==> src/rtl/sar_adc_ctrl.sv <==
`default_nettype none
// ============================================================================
// Module      : sar_adc_ctrl
// Description : Successive-approximation ADC controller. It drives a 10-bit
//               trial code to an external R-2R DAC. It lets the DAC and the
//               comparator settle for SETTLE_CYCLES per bit, then keeps or
//               clears each bit from the synchronized comparator output.
//               The converter can run one-shot (start) or continuously (cont).
// Revision    : 1.0 - initial release
// ============================================================================
module sar_adc_ctrl #(
    parameter int SETTLE_CYCLES = 12
) (
    input  logic       clk,
    input  logic       rst_n,
    input  logic       start,
    input  logic       cont,
    input  logic       cmp_in,
    output logic [9:0] dac_out,
    output logic       busy,
    output logic       valid,
    output logic [9:0] data
);

    localparam logic [1:0] ST_IDLE   = 2'd0;
    localparam logic [1:0] ST_SETTLE = 2'd1;
    localparam logic [1:0] ST_DECIDE = 2'd2;
    localparam logic [1:0] ST_DONE   = 2'd3;

    localparam logic [9:0] TRIAL_INIT  = 10'h200;
    localparam logic [3:0] INDEX_INIT  = 4'd9;
    localparam logic [7:0] SETTLE_LAST = 8'(SETTLE_CYCLES - 1);

    logic [1:0] state;
    logic [1:0] state_nxt;
    logic       cmp_meta;
    logic       cmp_sync;
    logic [9:0] trial;
    logic [9:0] trial_nxt;
    logic [3:0] index;
    logic [7:0] settle_cnt;
    logic       settle_end;
    logic       begin_conv;

    assign settle_end = (settle_cnt == SETTLE_LAST);
    // A fresh conversion is armed from IDLE on request, or straight out of DONE in continuous mode.
    assign begin_conv = ((state == ST_IDLE) && (start || cont)) ||
                        ((state == ST_DONE) && cont);

    // Two-flop synchronizer for the asynchronous comparator output.
    always_ff @(posedge clk) begin
        if (!rst_n) begin
            cmp_meta <= 1'b0;
            cmp_sync <= 1'b0;
        end else begin
            cmp_meta <= cmp_in;
            cmp_sync <= cmp_meta;
        end
    end

    // State register.
    always_ff @(posedge clk) begin
        if (!rst_n) begin
            state <= ST_IDLE;
        end else begin
            state <= state_nxt;
        end
    end

    // Next-state logic.
    always_comb begin
        state_nxt = state;
        case (state)
            ST_IDLE:   if (start || cont) state_nxt = ST_SETTLE;
            ST_SETTLE: if (settle_end) state_nxt = ST_DECIDE;
            ST_DECIDE: state_nxt = (index == 4'd0) ? ST_DONE : ST_SETTLE;
            ST_DONE:   state_nxt = cont ? ST_SETTLE : ST_IDLE;
            default:   state_nxt = ST_IDLE;
        endcase
    end

    // State-decoded outputs; the trial register already holds the final code after DECIDE.
    always_comb begin
        busy    = (state != ST_IDLE);
        valid   = (state == ST_DONE);
        dac_out = trial;
    end

    // Bit decision: keep or clear the bit under test, then arm the next lower bit.
    always_comb begin
        trial_nxt        = trial;
        trial_nxt[index] = cmp_sync;
        if (index != 4'd0) begin
            trial_nxt[index - 4'd1] = 1'b1;
        end
    end

    // Conversion datapath: trial code, bit index, settle counter and result.
    always_ff @(posedge clk) begin
        if (!rst_n) begin
            trial      <= '0;
            index      <= '0;
            settle_cnt <= '0;
            data       <= '0;
        end else if (begin_conv) begin
            trial      <= TRIAL_INIT;
            index      <= INDEX_INIT;
            settle_cnt <= '0;
        end else begin
            case (state)
                ST_SETTLE: settle_cnt <= settle_cnt + 8'd1;
                ST_DECIDE: begin
                    trial <= trial_nxt;
                    if (index != 4'd0) begin
                        index      <= index - 4'd1;
                        settle_cnt <= '0;
                    end else begin
                        // Result becomes visible in the DONE cycle together with valid.
                        data <= trial_nxt;
                    end
                end
                default: ;
            endcase
        end
    end

endmodule
`default_nettype wire
==> config.mk <==
export PLATFORM = sky130hd
export DESIGN_NAME = sar_adc_ctrl
export DESIGN_NICKNAME = d
export VERILOG_FILES = /design/src/rtl/sar_adc_ctrl.sv
export SDC_FILE = /design/constraint.sdc
export NUM_CORES = 1
export LEC_CHECK = 0
export CORE_MARGIN = 5
export CORE_UTILIZATION = 58
export CTS_CLUSTER_SIZE = 28
export DETAILED_ROUTE_END_ITERATION = 12
export GPL_TIMING_DRIVEN = 0
export PLACE_DENSITY = 0.84
export SETUP_SLACK_MARGIN = 0.5
export SYNTH_ARGS = -nofsm -noshare
export SYNTH_HDL_FRONTEND = slang
export SYNTH_SLANG_ARGS = --single-unit
==> constraint.sdc <==
create_clock -name clk -period 5.55 [get_ports clk]
set_clock_uncertainty 0.15 [all_clocks]
set_input_delay 1.11 -clock clk [delete_from_list [all_inputs] [get_ports clk]]
set_output_delay 1.11 -clock clk [all_outputs]
set_load 0.01 [all_outputs]
After elaboration in Yosys (flattened, before gate mapping). Index checks and enable logic that the tools add are counted. W data, S select, Z words.

$add $sub $neg: 2. Order comparisons: 4. Equal/unequal tests: 7. Mux-type cells: 18. Bitwise gates (word level): 4. Reductions and logical operators: 19.

Operator list (count): $mux W10 (3); $pmux W8 S2 (1); $mux W4 (3); $bwmux W10 (1); $lt A4 B5 Y1 const B (2); $or A10 B10 Y10 (1); $add A8 B1 Y8 const B (1); $demux W1 S4 (2); $eq A8 B4 Y1 const B (1); $ge A4 B1 Y1 const B (2); $mux W8 (1); $pmux W2 S4 (1); $reduce_and A2 Y1 (4); $reduce_bool A2 Y1 (4); $mux W2 (3); $eq A2 B2 Y1 const B (2); $logic_and A1 B1 Y1 (4); $logic_not A4 Y1 (1); $ne A2 B2 Y1 const B (2); $reduce_bool A4 Y1 (1); $sub A4 B1 Y4 const B (1); $mux W1 (3); $not A1 Y1 (3); $reduce_and A3 Y1 (1); 5 further kinds (6).

Bits in registers: 36. Bits of input ports: 5. Output and inout bits: 22. Word-level logic and storage cells: 63.

Longest topological paths before layout.
Depth after elaboration: 9. Mapped depth: 8. Gate-level depth less buffers: 6.

Worst setup path before layout. OpenSTA, ideal clock, no wires.

Path type: in2reg. Start: input cont. End: register trial[8], in the netlist dac_out[8]. Arrival time: 1.961 ns. Required time: 5.309 ns. Path slack: 3.348 ns. Stages on the path: 4. Path buffers: 1. Cells stage by stage: clkbuf_1 > o21ai_0 > a21oi_1 > a311oi_1.

Cells in the longest elaborated chain, start to end: 4.

Ends and longest elaborated chain: from (decl) (line 17) `input logic cont,`; $logic_or A1 B1 Y1 (line 47) `assign begin_conv = ((state == ST_IDLE) && (start || cont)) ||`; $logic_and A1 B1 Y1 (line 47); $logic_or A1 B1 Y1 (*) (line 47); $reduce_or A2 Y1 (no source line) (*); to (signal assigned) (line 113) `trial <= trial_nxt;`; to (decl) (line 38) `logic [9:0] trial;`.

Mark *: on every way between the ends. The rest lies on a longest branch, timed or not. A chain may end at the register's enable or synchronous reset.

Worst setup path after layout.
Start: register state[0]. End: output valid.

Cells in the longest elaborated chain, start to end: 1.

Ends and longest elaborated chain: from (decl) (line 34) `logic [1:0] state;`; from (signal assigned) (line 66) `state <= state_nxt;`; $eq A2 B2 Y1 (line 85) `valid = (state == ST_DONE);`; to (decl) (line 21) `output logic valid,`.

Every way passes these cells.

==> summary.txt <==
Synthesis
  – FFs w/ async S/R, synth: 0%
  – Syn avg cell area: about 8.6 um2
  – Mapped Cells: 231
  – Post-synth top area share: a little over a third
  – Largest cells by area after synthesis: dfxtp_1, ha_1, nor2_1
  – Syn Nets: between 200 and 250
  – Post-synth cell types: 56
  – Sequential fraction of the synthesis area: 36.2%
  – Synth warn: 0
  – Area leader, netlist: dfxtp_1
  – Post-synthesis register bit count: 36
  – Post-Synthesis Cell Area: 1990 um2
  – EDFF count, synth: 0
  – Main flop type after synthesis: dfxtp_1

Cells and area
  – Fillers: between 200 and 300
  – # diodes: 0
  – Design area: 2360 um2
  – Layout Nets: between 200 and 300
  – Share of layout cells above drive strength 1: 10.3%
  – Most common cell after layout, fill and taps aside: dfxtp_1
  – Area grow syn2layout: 18.7%
  – Post-route core utilization: 70.8%
  – Most frequent cells in the layout: dfxtp_1, clkdlybuf4s50_1, nor2_1

Clock tree
  – CTS buffer count: 5
  – CTS sink cnt: 36
  – Worst-path clk slew: 0.11 ns
  – Clk Latency, worst-skew pair: 0.35 ns
  – Post-CTS sizing: 0
  – Bufs on Longest Clock Path: 2
  – CTS tree: built
  – Postcts setup bufs: 0
  – Root buffer cell: clkbuf_4
  – Post-CTS Hold Buffers: 0
  – H-tree levels: 2

STA
  – Final min period: 2.99 ns
  – RSZ-0062 raised after global routing: no
  – Slew Viols, Final: 0
  – Final setup viols: 0
  – Final cycle utilization of the critical path: 53.9%
  – Final hold vios: 0
  – Setup_tns: 0 ns
  – Slew headroom: 60.3%
  – Worst hold slack: 0.309 ns
  – Maximum clock rate: 0.335 GHz
  – Worst Tran Pin Value: 0.589 ns

Worst hold path
  – Hold Path End: cmp_sync
  – Worst hold path startpoint: cmp_meta
  – Min-Delay Path Depth: 1
  – Hold Path Class: reg2reg

Critical path
  – Crit. End Element: output port
  – FF-to-FF path depth: 7
  – CP max stage delay: 0.54 ns
  – End of the worst register-to-register path: data[9]
  – Worst reg2reg startpoint: index[0]
  – Worst Path Buf+Inv: 3
  – Crit path from: state[0]
  – Worst-path fanout max: 10
  – R2R Setup Slk: 3.35 ns
  – Worst setup SP type: flop
  – Critical-path cell list: buf_2 -> inv_1 -> nor2_1 -> clkdlybuf4s50_1
  – Worst EP arrival: 1.73 ns
  – Top Family by Delay on Critical Path: buffers and inverters
  – Req. time, crit path: 4.29 ns
  – Slowest CP cell: clkdlybuf4s50_1
  – Crit Path Class: reg2out

GRT
  – Top Usage Layer GRT: met2
  – First-pass GRT wire length: around 8400 um
  – Largest net degree at the start of global routing: 11
  – Aggregate global routing overflow: 0
  – Gr usage total: 24.2%
  – Met3 GRT Util: 6.32%
  – GR Layer Usage met2: about two fifths
  – Met1 Use GR: 31.0%
  – Initial antenna violation count: 0
  – Vias in the first global route: 1793

Pwr
  – Worst ir drop on vdd: 0.155 mV
  – Total power: 0.486 mW
  – Leakage power: 0.838 nW
  – Pwr/cell area: roughly 210 nW/um2

Floorplanning
  – Top Ports: 27
  – Die area: 4700 um2
  – Row count: 21
  – Die height: 68.6 um
  – Die Width: 68.6 um
  – Total core area: 3340 um2
  – Starting Density: 59.7%

Detailed routing
  – Overall routed net length: 5040 um
  – DRC Markers: 0
  – Via density: 6.08
  – Starting DRT DRC Count: ~200
  – ANT nets after route: 0
  – Routed len/inst: 16.3 um
  – Vias: around 1900
  – First-pass detailed-route iteration total: 5

Status
  – Status: finished, final reports clean

Place
  – RePlAce Congestion: between 0.8 and 0.9
  – Input/output buffers: 25
  – Placed cell area: 2300 um2
  – Post-DP HPWL: 3640 um

Run
  – Max cap viols: 0
==> Yosys cell counts (4+ instances only) <==
master / n
a211oi_1: 9
nor2b_1: 7
buf_2: 7
a21oi_1: 14
clkbuf_1: 5
nand3_1: 5
o21ai_0: 11
nand4_1: 6
a22oi_1: 5
o22ai_1: 4
mux2i_1: 6
ha_1: 7
inv_1: 11
dfxtp_1: 36
nor2_1: 21
nand2_1: 13
==> metrics by stage <==
step                worst slack, ns  cells
floorplan                      3.35    231
finish                         2.56    309
global placement               2.91    302
CTS                            2.55    309
global route                   2.43    309
detailed placement             2.89    302
==> flip-flops by register name, indices dropped and copies added, names as in the netlist <==
register and count:
cmp_meta 1, cmp_sync 1, dac_out 10, data 10, index 4, settle_cnt 8
state 2
==> area by class of cell <==
| class | instances | area (um2) | share of cell area, % |
|---|---|---|---|
| buffer | 15 | 76.3 | 3.23 |
| clock buffer | 7 | 65.1 | 2.75 |
| inverter | 12 | 45.0 | 1.91 |
| multi-input combinational | 168 | 1150 | 48.6 |
| sequential | 36 | 721 | 30.5 |
| tap | 46 | 57.6 | 2.44 |
| timing repair buffer | 25 | 250 | 10.6 |
==> how the worst max path moves through the flow <==
stage | end | slack (ns) | cells after the start
finish | valid | 2.56 | 4
global route | valid | 2.43 | 4
CTS | valid | 2.55 | 4
detailed placement | dac_out[8] | 2.89 | 4
global placement | dac_out[8] | 2.91 | 4
floorplan | dac_out[8] | 3.35 | 4
==> worst register-to-register path, stage by stage, from the launching register on <==
cell and delay, ns:
dfxtp_1 0.41, inv_1 0.16, ha_1 0.15, buf_2 0.20, nand3b_1 0.16, nor3_4 0.40
buf_2 0.33, a211oi_1 0.11
==> per-layer routing <==
layer	share of wire, %	up-vias
met5	0	-
met4	1.8	0
met3	7.8	12
met2	46	83
met1	44	878
li1	-	906
==> power by group <==
part,internal [mW],switching (mW)
logic,0.0239,0.0390
clock network,0.0718,0.0842
registers,0.262,0.00520
==> logic make-up (layout without fill, tap and decap cells) <==
| group | after synthesis | count (layout) | share of synthesized area [%] |
|---|---|---|---|
| AOI/OAI and AO/OA | 68 | 68 | 23.4 |
| xor gates and xnor gates | 5 | 5 | 2.58 |
| adders and majority gates | 7 | 7 | 4.40 |
| buffers and inverters | 27 | 59 | 6.10 |
| DFF | 36 | 36 | 36.2 |
| muxes | 8 | 8 | 4.15 |
| and+or+nand+nor | 80 | 80 | 23.2 |
Power figures use the tool's default switching activity.
